--- config.mk ---
export PLATFORM = sky130hd
export DESIGN_NAME = pipeline_ctrl
export DESIGN_NICKNAME = d
export VERILOG_FILES = /design/src/rtl/pipeline_ctrl.sv
export SDC_FILE = /design/constraint.sdc
export NUM_CORES = 1
export LEC_CHECK = 0
export CAP_MARGIN = 20
export CORE_MARGIN = 5
export CORE_UTILIZATION = 60
export DETAILED_ROUTE_END_ITERATION = 7
export DONT_BUFFER_PORTS = 1
export PLACE_DENSITY_LB_ADDON = 0.08
export SLEW_MARGIN = 20
export SYNTH_ARGS = -nofsm -noshare
export SYNTH_HDL_FRONTEND = slang
export SYNTH_SLANG_ARGS = --single-unit
--- constraint.sdc ---
create_clock -name clk -period 6 [get_ports clk]
set_clock_uncertainty 0.05 [all_clocks]
set_input_delay 1.8 -clock clk [delete_from_list [all_inputs] [get_ports clk]]
set_output_delay 1.8 -clock clk [all_outputs]
set_load 0.02 [all_outputs]
--- src/rtl/pipeline_ctrl.sv ---
// Sequencing controller for a 5-stage RV32I pipeline: stage loads/flushes, hazard
// resolution, debug halt/single-step FSM and stall/retire performance counters.
module pipeline_ctrl #(
    parameter int unsigned CNT_WIDTH    = 32,
    parameter bit          RESET_HALTED = 1'b0
) (
    input  logic                 clk,
    input  logic                 rst,
    input  logic                 imem_req,
    input  logic                 imem_resp,
    input  logic                 dmem_req,
    input  logic                 dmem_resp,
    input  logic [4:0]           id_rs1,
    input  logic [4:0]           id_rs2,
    input  logic                 id_use_rs1,
    input  logic                 id_use_rs2,
    input  logic                 ex_is_load,
    input  logic [4:0]           ex_rd,
    input  logic                 ex_br_taken,
    input  logic                 halt_req,
    input  logic                 step_req,
    output logic                 load_pc,
    output logic                 load_if_id,
    output logic                 load_id_ex,
    output logic                 load_ex_mem,
    output logic                 load_mem_wb,
    output logic                 flush_if_id,
    output logic                 flush_id_ex,
    output logic                 halted,
    output logic [CNT_WIDTH-1:0] stall_cnt,
    output logic [CNT_WIDTH-1:0] retire_cnt
);

    typedef enum logic [1:0] {StRun, StDrain, StHalted, StStep} state_e;

    localparam logic [CNT_WIDTH-1:0] CntOne = {{(CNT_WIDTH-1){1'b0}}, 1'b1};
    localparam logic [CNT_WIDTH-1:0] CntMax = '1;

    state_e state_q, state_d;
    logic   v_id_q, v_id_d;
    logic   v_ex_q, v_ex_d;
    logic   v_mem_q, v_mem_d;
    logic   v_wb_q, v_wb_d;
    logic [CNT_WIDTH-1:0] stall_cnt_q, stall_cnt_d;
    logic [CNT_WIDTH-1:0] retire_cnt_q, retire_cnt_d;

    logic stall_mem;
    logic load_use;
    logic redirect;
    logic if_valid;
    logic pipe_empty;
    logic rs1_hit;
    logic rs2_hit;

    assign stall_mem  = (imem_req & ~imem_resp) | (dmem_req & ~dmem_resp);
    assign rs1_hit    = id_use_rs1 & (id_rs1 == ex_rd);
    assign rs2_hit    = id_use_rs2 & (id_rs2 == ex_rd);
    assign load_use   = v_id_q & v_ex_q & ex_is_load & (ex_rd != 5'd0) & (rs1_hit | rs2_hit);
    assign redirect   = v_ex_q & ex_br_taken;
    assign if_valid   = (state_q == StRun) | (state_q == StStep);
    assign pipe_empty = ~(v_id_q | v_ex_q | v_mem_q | v_wb_q);

    // Stage load/flush decode; everything is forced low while reset is asserted.
    always_comb begin
        load_pc     = 1'b0;
        load_if_id  = 1'b0;
        load_id_ex  = 1'b0;
        load_ex_mem = 1'b0;
        load_mem_wb = 1'b0;
        flush_if_id = 1'b0;
        flush_id_ex = 1'b0;
        halted      = (state_q == StHalted);
        if (rst && state_q != StHalted) begin
            if (stall_mem) begin
                load_pc = 1'b0;
            end else if (redirect) begin
                load_pc     = 1'b1;
                load_if_id  = 1'b1;
                load_id_ex  = 1'b1;
                load_ex_mem = 1'b1;
                load_mem_wb = 1'b1;
                flush_if_id = 1'b1;
                flush_id_ex = 1'b1;
            end else if (load_use) begin
                load_id_ex  = 1'b1;
                flush_id_ex = 1'b1;
                load_ex_mem = 1'b1;
                load_mem_wb = 1'b1;
            end else begin
                load_pc     = 1'b1;
                load_if_id  = 1'b1;
                load_id_ex  = 1'b1;
                load_ex_mem = 1'b1;
                load_mem_wb = 1'b1;
            end
            // Draining: stop fetching but let a redirect keep the PC correct.
            if (state_q == StDrain) begin
                if (!redirect) begin
                    load_pc = 1'b0;
                end
                flush_if_id = load_if_id;
            end
        end
    end

    always_comb begin
        v_id_d  = v_id_q;
        v_ex_d  = v_ex_q;
        v_mem_d = v_mem_q;
        v_wb_d  = v_wb_q;
        if (load_if_id) begin
            v_id_d = if_valid & ~flush_if_id;
        end
        if (load_id_ex) begin
            v_ex_d = v_id_q & ~flush_id_ex;
        end
        if (load_ex_mem) begin
            v_mem_d = v_ex_q;
        end
        if (load_mem_wb) begin
            v_wb_d = v_mem_q;
        end
    end

    always_comb begin
        state_d = state_q;
        unique case (state_q)
            StRun: begin
                if (halt_req) begin
                    state_d = StDrain;
                end
            end
            StDrain: begin
                if (!halt_req) begin
                    state_d = StRun;
                end else if (pipe_empty) begin
                    state_d = StHalted;
                end
            end
            StHalted: begin
                if (step_req) begin
                    state_d = StStep;
                end else if (!halt_req) begin
                    state_d = StRun;
                end
            end
            StStep: begin
                // Stay until the single fetch actually advances past any memory wait.
                if (load_pc) begin
                    state_d = StDrain;
                end
            end
            default: state_d = StRun;
        endcase
    end

    always_comb begin
        stall_cnt_d  = stall_cnt_q;
        retire_cnt_d = retire_cnt_q;
        if (state_q != StHalted && (stall_mem || load_use) && stall_cnt_q != CntMax) begin
            stall_cnt_d = stall_cnt_q + CntOne;
        end
        if (load_mem_wb && v_mem_q && !stall_mem && retire_cnt_q != CntMax) begin
            retire_cnt_d = retire_cnt_q + CntOne;
        end
    end

    always_ff @(posedge clk or negedge rst) begin
        if (!rst) begin
            state_q      <= RESET_HALTED ? StHalted : StRun;
            v_id_q       <= 1'b0;
            v_ex_q       <= 1'b0;
            v_mem_q      <= 1'b0;
            v_wb_q       <= 1'b0;
            stall_cnt_q  <= '0;
            retire_cnt_q <= '0;
        end else begin
            state_q      <= state_d;
            v_id_q       <= v_id_d;
            v_ex_q       <= v_ex_d;
            v_mem_q      <= v_mem_d;
            v_wb_q       <= v_wb_d;
            stall_cnt_q  <= stall_cnt_d;
            retire_cnt_q <= retire_cnt_d;
        end
    end

    assign stall_cnt  = stall_cnt_q;
    assign retire_cnt = retire_cnt_q;

endmodule
## Word-level counts from Yosys, hierarchy flattened

Cells that the tools add are included.

| cells by class | value |
|---|---|
| mux-type cells | 24 |
| bitwise logic cells | 21 |
| eq/ne operators | 12 |
| add/subtract/negate cells | 2 |
| reduce and logical (&&, ||, !) cells | 11 |

Operator list:

| cell | count |
|---|---|
| $add 32x1->32 const B | 2 |
| $ne 32x32->1 const B | 2 |
| $mux 1 | 17 |
| $mux 2 | 6 |
| $and 1x1->1 | 11 |
| $eq 5x5->1 | 2 |
| $pmux 2 s4 | 1 |
| $logic_and 1x1->1 | 6 |
| $ne 2x2->1 const B | 3 |
| $ne 3x3->1 const B | 2 |
| $or 1x1->1 | 6 |
| $reduce_bool 5->1 | 1 |
| $eq 2x2->1 const B | 2 |
| $not 1->1 | 4 |
| $reduce_and 4->1 | 1 |
| $eq 2x1->1 const B | 1 |
| $logic_not 2->1 | 1 |
| $logic_not 1->1 | 1 |
| $logic_or 1x1->1 | 1 |

| storage, ports and cells | value |
|---|---|
| bits of input ports | 27 |
| output and inout bits | 72 |
| register bits after elaboration | 70 |

## Logic depth before layout (Yosys ltp)

| depth | value |
|---|---|
| depth in word-level cells | 12 |
| depth in mapped cells | 9 |
| gate-level depth less buffers | 8 |

## Worst setup path after synthesis

Ideal clock, no wire load.

| timing | value |
|---|---|
| path kind | in2out |
| start point | input port imem_resp |
| end point | output port flush_if_id |
| stages | 6 |
| path slack | 0.504 ns |
| data required time | 4.150 ns |
| path buffers | 1 |
| arrival time | 3.646 ns |
| cell sequence | inv_1 -> a22oi_1 -> and2_1 -> clkbuf_1 -> nor2b_1 -> nor2b_1 |

| on the way | value |
|---|---|
| longest elaborated chain between the ends | 6 |

RTL lines:

| element | line | RTL |
|---|---|---|
| start: declaration | 10 | `input logic imem_resp,` |
| $not 1->1 (*) | 55 | `assign stall_mem = (imem_req & ~imem_resp) \| (dmem_req & ~dmem_resp);` |
| $and 1x1->1 (*) | 55 |  |
| $or 1x1->1 (*) | 55 |  |
| $mux 1 | 74 | `if (stall_mem) begin` |
| $mux 1 (*) | 97 | `if (state_q == StDrain) begin` |
| $mux 1 (*) | 73 | `if (rst && state_q != StHalted) begin` |
| end: declaration | 27 | `output logic flush_if_id,` |

Mark *: on every way between the ends. The rest lies on a longest branch, timed or not.

## Worst setup path in the final report

| timing | value |
|---|---|
| start point | input port ex_rd[0] |
| end point | output port flush_if_id |

| on the way | value |
|---|---|
| longest elaborated chain between the ends | 9 |

RTL lines:

| element | line | RTL |
|---|---|---|
| start: declaration | 18 | `input logic [4:0] ex_rd,` |
| $eq 5x5->1, on equally long branches | 56, 57 |  |
| $and 1x1->1, on equally long branches | 56, 57 |  |
| $or 1x1->1 | 58 | `assign load_use = v_id_q & v_ex_q & ex_is_load & (ex_rd != 5'd0) & (rs1_hit \| rs2_hit);` |
| $and 1x1->1 (*) | 58 |  |
| $mux 1 (*) | 84 | `end else if (load_use) begin` |
| $mux 1 (*) | 76 | `end else if (redirect) begin` |
| $mux 1 (*) | 74 |  |
| $mux 1 (*) | 97 |  |
| $mux 1 (*) | 73 |  |

Marks and branches as above.

==> results by group <==
CTS
  • Clock sinks: 70
  • Post-cts resize count: 0
  • Later-pin clock latency in the skew report: about 0.34 ns
  • CTS HTree Levels: 3
  • CTS tree: yes
  • CTS max path bufs: 2
  • Clock transition at path regs: about 0.080 ns
  • # hold bufs at CTS: 0
  • CTS Buf Count: 9
  • Setup Buffers After CTS: 0
  • Root Driver: clkbuf_8

Floorplanning
  • Die H: between 80 and 90 um
  • Die area: roughly 7600 um2
  • Core region area: about 5900 um2
  • I/O pin count: 99
  • Die X: around 87 um
  • Initial Util: 0.6099
  • Num rows: 28

Global route
  • Met3 usage: 0.08231
  • Global-route wire length before repair: approximately 12,000 um
  • Met1 Use GR: 0.2432
  • Vias in the first global route: roughly 2,600
  • Pin count of the biggest net entering global routing: around 70
  • Met2 Use GR: 0.3527
  • Overflow left after global routing: 0
  • Total GRT Usage: 0.2089
  • Initial antenna violation count: 0
  • Grt peak-use layer: met2

Critical path
  • Worst-path fanout max: 4
  • WP data required: around 4.2 ns
  • Arrival time at the worst endpoint: 3.30 ns
  • Crit. End Element: output port
  • Kind of critical path: in2out
  • CP startpoint kind: primary input

Synthesis
  • Sequential-to-total area share from yosys stat: 0.4909
  • Syn Nets: around 370
  • Synth Flop Type: dfrtp_1
  • Largest family of logic cells by synthesized area: simple AND/OR/NAND/NOR gates
  • Post-Synth XOR/XNOR Area: 0.1767
  • Netlist cell types: 44
  • Post-synthesis adder-cell area fraction: 0.02104
  • Yosys warning count: 0
  • Compound-Gate Fraction of Synth Area: 0.02665
  • Number of synthesized register bits: 70
  • Post-Synthesis Cells: ~330
  • Top cells by area, synth: dfrtp_1, xnor2_1, xor2_1
  • Simple-gate area share of the yosys netlist: 0.2412
  • Post-synthesis mux area share: 0.01858
  • Synth area leader: dfrtp_1
  • Mapped Avg Cell Area: 10.72 um2
  • Ys async rst share: 1.000
  • Mapped cell area: ~3600 um2
  • Post-synth top area share: 0.4909
  • Post-synth EDFFs: 0

Final layout
  • Nets: ~370
  • Non-filler cells, final: 420
  • Commonest non-fill, non-tap cell in the layout: dfrtp_1
  • P&R area growth vs syn: 7.889%
  • Most frequent cells in the layout: dfrtp_1, xnor2_1, nand2_1
  • Share of layout cells above drive strength 1: 0.1072
  • Finished Cell Area: approximately 3800 um2
  • Diodes inserted: 0

Timing
  • Final Hold Vio Count: 0
  • Setup ws final: between 0.8 and 0.9 ns
  • Worst slew margin: 0.5139
  • Tmin final: between 5 and 6 ns
  • Crit share post-route: 0.8585
  • Slew @ Worst Pin: 0.7225 ns
  • Setup Viol. Count Final: 0
  • TNS Setup: 0 ns
  • Setup repair after global routing missed its margin: no
  • FMAX: approximately 190 MHz
  • Slew Limit Fails: 0

Route
  • 1st-pass router iterations: 4
  • WL final: around 7300 um
  • DRT iter0 DRCs: around 70
  • DR vias: roughly 2,400
  • Drt drc: 0
  • Routed Antenna Nets: 0
  • Routed length per placed instance: between 15 and 20 um
  • Via-to-Cell Ratio: between 5 and 6

Power
  • Static leakage: 1.631 nW
  • Max VDD drop: between 0.0002 and 0.0003 V
  • PD cells: ~310 nW/um2

Placement
  • Pre-CTS setup slack: around 0.85 ns
  • Cell count after placement: 404
  • DP HPWL: 5232 um
  • Placer's final routability congestion estimate: just under 0.8
  • Area of placed instances: roughly 3600 um2
  • IO Port Bufs: 0

Run
  • Max-cap violations: 0

Hold path
  • Worst Hold Class: reg2reg

Status
  • Outcome: finished clean
[area by class of cell]
| type | count | area, um2 |
|---|---|---|
| well taps | 75 | 93.84 |
| flip-flops and latches | 70 | 1752 |
| inverters | 11 | 41.29 |
| fillers | 455 | 2001 |
| multi-input cells | 244 | 1733 |
| clock buffers | 12 | 155.1 |
| repair buffers | 4 | 30.03 |
| clock inverters | 4 | 45.04 |
[cells by family after synthesis]
family | Yosys count
simple gates | 147
xor+xnor | 72
flops | 70
buf+inv | 19
compound gates | 13
mux | 6
fa+ha+maj | 6
[worst max-delay path, stage by stage]
cell	delay (ns)
or4_1	0.52
o2111ai_1	0.19
a21o_1	0.19
nor2_1	0.08
nor2b_1	0.22
nor2b_1	0.16
buf_4	0.14
[power breakdown]
group | switching, mW | leakage, nW | internal (mW) | total, mW
Clock | 0.168 | 0.106 | 0.213 | 0.381
Combinational | 0.0940 | 0.592 | 0.0867 | 0.181
Sequential | 0.123 | 0.933 | 0.526 | 0.649
Total | 0.385 | 1.63 | 0.826 | 1.21
[worst paths after layout]
check / cells after the start / slack (ns) / start / endpoint
setup / recovery: 7 / 0.85 / ex_rd[0] / flush_if_id
hold / removal: 2 / 0.51 / v_wb_q / v_wb_q
setup reg to reg: 7 / 3.04 / stall_cnt[11] / stall_cnt[22]
hold reg to reg: 2 / 0.51 / v_wb_q / v_wb_q
max in group asynchronous: 0 / 4.69 / rst / stall_cnt[3]
min in group asynchronous: 0 / 1.10 / rst / retire_cnt[27]
[through the flow]
step,hold WS [ns],power [mW],utilization
5_1_grt,0.5460,1.281,0.6580
6_report,0.5079,1.211,0.6580
3_5_place_dp,0.5068,0.8423,0.6238
4_1_cts,0.5190,1.227,0.6580
3_3_place_gp,0.4930,0.8359,0.6238
2_1_floorplan,0.4620,0.7883,-
[registers in the layout, summed over array words and instances, names as in the netlist]
name,count
retire_cnt,32
stall_cnt,32
state_q,2
v_ex_q,1
v_id_q,1
v_mem_q,1
v_wb_q,1
[cells in the mapped netlist, types with 2 or more instances]
library cell,instances
and4_1,8
nor2b_1,6
xnor2_1,50
nor4_1,4
ha_1,6
nor3_1,3
nand3_1,25
nor4_2,3
and2_1,7
buf_2,2
nor2_1,12
a31oi_1,2
o21ai_0,2
nand2_1,33
buf_4,2
dfrtp_1,70
inv_1,11
mux2_2,4
xor2_1,22
a211oi_1,2
and3_1,8
nand4_1,23
clkbuf_1,3
nor3_2,5
[per-layer routing]
layer / routed length [um] / vias up / share of wire
met5: 0 / - / 0
met4: 79 / 0 / 0.011
met3: 648 / 8 / 0.089
met2: 3668 / 64 / 0.51
met1: 2865 / 1200 / 0.39
li1: - / 1167 / -
(Power assumes the default switching activity.)
